`src/rtl/code_group_aligner.sv`:
```
// 1000BASE-X receive comma aligner: shifts in one bit per clock, locks the
// 10-bit boundary to the comma and strobes aligned code groups out on PUDI.
module code_group_aligner #(
  parameter int MIS_THRESH = 3
) (
  input  logic       clk,
  input  logic       rst,
  input  logic       rx_bit,
  output logic [9:0] rx_code_group,
  output logic       PUDI,
  output logic       comma,
  output logic       aligned,
  output logic       realign
);

  typedef enum logic {HUNT, LOCKED} state_t;

  localparam logic [2:0] MIS_LAST = 3'(MIS_THRESH - 1);

  state_t      state, state_nx;
  logic [9:0]  sr;
  logic [3:0]  ph, ph_nx;
  logic        primed;
  logic [2:0]  mis_cnt, mis_nx;
  logic        comma_now;
  logic        emit;
  logic        realign_nx;

  assign comma_now = primed && ((sr[9:3] == 7'b0011111) || (sr[9:3] == 7'b1100000));
  assign aligned   = (state == LOCKED);

  always_comb begin
    state_nx   = state;
    emit       = 1'b0;
    realign_nx = 1'b0;
    mis_nx     = mis_cnt;
    // Saturating at 9 is harmless in LOCKED because ph==9 always emits there.
    ph_nx      = (ph == 4'd9) ? ph : ph + 4'd1;
    unique case (state)
      HUNT: begin
        if (comma_now) begin
          emit     = 1'b1;
          mis_nx   = '0;
          state_nx = LOCKED;
        end
      end
      LOCKED: begin
        if (ph == 4'd9) begin
          emit = 1'b1;
          if (comma_now) mis_nx = '0;
        end else if (comma_now) begin
          if (mis_cnt == MIS_LAST) begin
            emit       = 1'b1;
            realign_nx = 1'b1;
            mis_nx     = '0;
          end else begin
            mis_nx = mis_cnt + 3'd1;
          end
        end
      end
      default: state_nx = HUNT;
    endcase
    if (emit) ph_nx = '0;
  end

  always_ff @(posedge clk) begin
    if (rst) begin
      state         <= HUNT;
      sr            <= '0;
      ph            <= '0;
      primed        <= 1'b0;
      mis_cnt       <= '0;
      rx_code_group <= '0;
      PUDI          <= 1'b0;
      comma         <= 1'b0;
      realign       <= 1'b0;
    end else begin
      state   <= state_nx;
      sr      <= {sr[8:0], rx_bit};
      ph      <= ph_nx;
      // ph only reaches 9 unprimed after nine edges, so this sets primed on the tenth.
      primed  <= primed | (ph == 4'd9);
      mis_cnt <= mis_nx;
      PUDI    <= emit;
      comma   <= emit & comma_now;
      realign <= realign_nx;
      if (emit) rx_code_group <= sr;
    end
  end

endmodule

```
`config.mk`:
```
export PLATFORM = sky130hd
export DESIGN_NAME = code_group_aligner
export DESIGN_NICKNAME = d
export VERILOG_FILES = /design/src/rtl/code_group_aligner.sv
export SDC_FILE = /design/constraint.sdc
export NUM_CORES = 1
export LEC_CHECK = 0
export CAP_MARGIN = 10
export CORE_ASPECT_RATIO = 0.9
export CORE_UTILIZATION = 28
export DETAILED_ROUTE_END_ITERATION = 10
export HOLD_SLACK_MARGIN = 0.08
export PLACE_DENSITY = 0.52
export SETUP_SLACK_MARGIN = 0.5
export SLEW_MARGIN = 20
export SYNTH_ARGS = -nofsm -noshare
export SYNTH_HDL_FRONTEND = slang
export SYNTH_SLANG_ARGS = --single-unit
```
`constraint.sdc`:
```
create_clock -name clk -period 1.6 [get_ports clk]
set_input_delay 0.16 -clock clk [delete_from_list [all_inputs] [get_ports clk]]
set_output_delay 0.16 -clock clk [all_outputs]
set_load 0.01 [all_outputs]
```
==> results.md <==
* Status: complete, no violations
* Post-synthesis mux area share at 0
* Max-slew headroom at 0.806
* Synth Area in Simple Gates at 0.297
* Design area at 2120 um2
* Vias at 1,306
* Crit path buf inv count at 1
* Xor-xnor portion of the synthesized cell area at 0.0119
* Filler cell count at 476
* Leak at 0.814 nW
* Root buffer cell: clkbuf_8
* Final net count at 194
* Yosys top cell area share at 0.437
* Multi-input logic area at 941 um2
* Clock buffer depth at 2
* H-tree Lvls at 2
* Die span in x at 78.3 um
* Reg power frac at 0.548
* Synth Instances at 152
* Slew @ Worst Pin at 290 ps
* Sequential cell area fraction in the yosys report at 0.437
* Avg WL per Cell at 14.8 um
* WHS at 439 ps
* CTS buffer count at 5
* Area grow syn2layout at 44.5%
* Synthesis-stage register bit count at 32
* Setup violators final at 0
* Leading cell types in the layout, fill and taps excluded: dfxtp_1, buf_4, nand2_1
* Largest stage delay, worst path at 350 ps
* 1st-pass router iterations at 4
* Worst skew pair latency at 280 ps
* Placed insts at 240
* CP endpoint: rx_code_group[8]
* Buffers on Ports at 16
* # rows at 24
* Crit path cell chain: nor4b_4 -> buf_4 -> nand4_4 -> a221oi_4 -> a221o_1
* CP max stage cell: dfxtp_4
* Synth area leaders: dfxtp_1, nand3_1, nor2b_1
* 1st-iter DRT viols at 59
* CP Launch Type: flop
* Post-placement setup slack at -57.4 ps
* Ports at 17
* Initial antenna violation count at 0
* Reg-to-Reg Start: sr[4]
* Adder-cell share of the synthesized area at 0.0171
* Number of enable flip-flop cells after synthesis at 0
* Final Critical Period at 1500 ps
* RSZ-0062 raised after global routing: true
* Routed Antenna Nets at 0
* # hold bufs at CTS at 0
* Cell-internal power at 1.15 mW
* Fin cells at 255
* Hold crit path type: in2reg
* Hpwl dp at 2630 um
* Kind of critical path: reg2reg
* Critical path origin: sr[4]
* CP Data Required Time at 1820 ps
* Ys async rst share at 0
* Syn Area/Cell at 9.65 um2
* P_sw at 331 uW
* Syn_nets at 157
* Delay-heaviest family, CP: compound AO/OA/AOI/OAI gates
* CTS tree: done
* Gate power share at 0.062
* Vias per std cell at 5.12
* Max-Cap Viols at 0
* GP Congestion at 0.810
* Register area at 662 um2
* Gr ovfl total at 0
* Peak VDD IR at 0.000350 V
* Sw frac at 0.223
* PwrDens at 700 nW/um2
* Final Cycle Share at 0.939
* Mapped Area at 1470 um2
* Fin. max-slew vios at 0
* Gr usage total at 0.147
* Worst r2r path cells at 5
* Number of cells on the critical path at 5
* Final setup margin at 97.9 ps
* Most common cell after layout, fill and taps aside: dfxtp_1
* Clk pwr share at 0.389
* Hold Fails Final Rpt at 0
* Unique cell type count in the Yosys netlist at 45
* ANT cells at 0
* Core Area at 4950 um2
* Largest area contributor in the synthesized netlist: dfxtp_1
* Clock sink count at 32
* Die area at 5530 um2
* Worst Skew at 4.80 ps
* Pin count of the biggest net entering global routing at 14
* Crit path max fanout at 5
* CP Capture Type: flop
* CP arrival at 1720 ps
* R2R Path End: rx_code_group[8]
* Synth Area in Compound Gates at 0.188
* Share of cells above drive strength 1 at 0.426
* Die height at 70.7 um
* Dpl cell area at 1800 um2
* First-pass GRT wire length at 6300 um
* DRC violation count after routing at 0
* Highest clock rate at 0.666 GHz
* Vias in the first global route at 1,357
* Initial Utilization at 0.296
* Largest family of logic cells by synthesized area: simple AND/OR/NAND/NOR gates
* Clock slew at reported path FFs at 60 ps
* Most common flop cell mapped by yosys: dfxtp_1
* R2R Setup Slk at 100 ps
* Total chip power at 1.48 mW
* Ys Warns at 0
* Routed WL at 3770 um
[sequential cells by signal, summed over array words and instances (netlist names), 3 cells and up]
register and count:
mis_cnt 3, rx_code_group 10, ph 4, sr 10
[worst register-to-register path, stage by stage (launching register included)]
cell and delay, ps:
dfxtp_4 350, nor4b_4 280, buf_4 160, nand4_4 140, a221oi_4 320, a221o_1 190
[worst min path at each step]
stage	startpoint	endpoint	slack, ps	cells after the start
floorplan	rst	comma	230	1
global placement	sr[0]	sr[1]	480	1
detailed placement	sr[0]	sr[1]	480	1
CTS	rx_bit	sr[0]	440	2
global route	rx_bit	sr[0]	440	2
finish	rx_bit	sr[0]	440	2
[per-stage QoR]
stage	TNS, ps	utilization
4_1_cts	0	0.410
3_5_place_dp	-193	0.364
2_1_floorplan	0	-
5_1_grt	0	0.428
3_3_place_gp	0	0.364
6_report	0	0.428
[power groups by stage]
stage	Sequential, mW	Combinational [mW]	Clock, mW
floorplan	0.831	0.0333	0
global placement	0.831	0.0586	0
detailed placement	0.832	0.0604	0
CTS	0.814	0.0842	0.598
global route	0.815	0.100	0.641
finish	0.814	0.0924	0.578
[layer usage]
layer / GRT usage / up-vias / wire [um]
met5: 0 / - / 0
met3: 0.0400 / 4 / 144
met1: 0.186 / 636 / 1760
li1: - / 639 / -
met4: 0.0597 / 0 / 34
met2: 0.236 / 27 / 1830
[area by class of cell]
type | instances | share of cell area
flip-flops and latches | 32 | 0.312
repair buffers | 40 | 0.162
clock buffers | 7 | 0.0360
multi-input cells | 107 | 0.444
clock inverters | 1 | 0.00177
inverters | 3 | 0.00531
well taps | 65 | 0.0384
[synth_stat cells (all sizes together), types with 2 or more instances]
master  instances
a211o           4
a21oi           7
a22oi           4
a32o            3
and4            2
and4b           2
buf             5
clkbuf          5
dfxtp          32
ha              2
inv             2
nand2          14
nand3          15
nand4           2
nor2            5
nor2b          10
nor3            3
nor3b           7
nor4            2
o211ai          4
o21a            2
o32ai           2
[logic make-up after synthesis]
logic type	Yosys count
AO/OA/AOI/OAI	33
XOR/XNOR	2
flip-flops	32
AND/OR/NAND/NOR	70
buffers and inverters	13
adder cells (fa/ha/maj)	2
[repair_timing]
item                       in CTS  in global routing
setup endpoints to repair      36                 28
gates cloned                    0                  1
resized for setup              55                 23
setup buffers                   4                  2
pin swaps                      10                 13
Power figures use the tool's default switching activity.
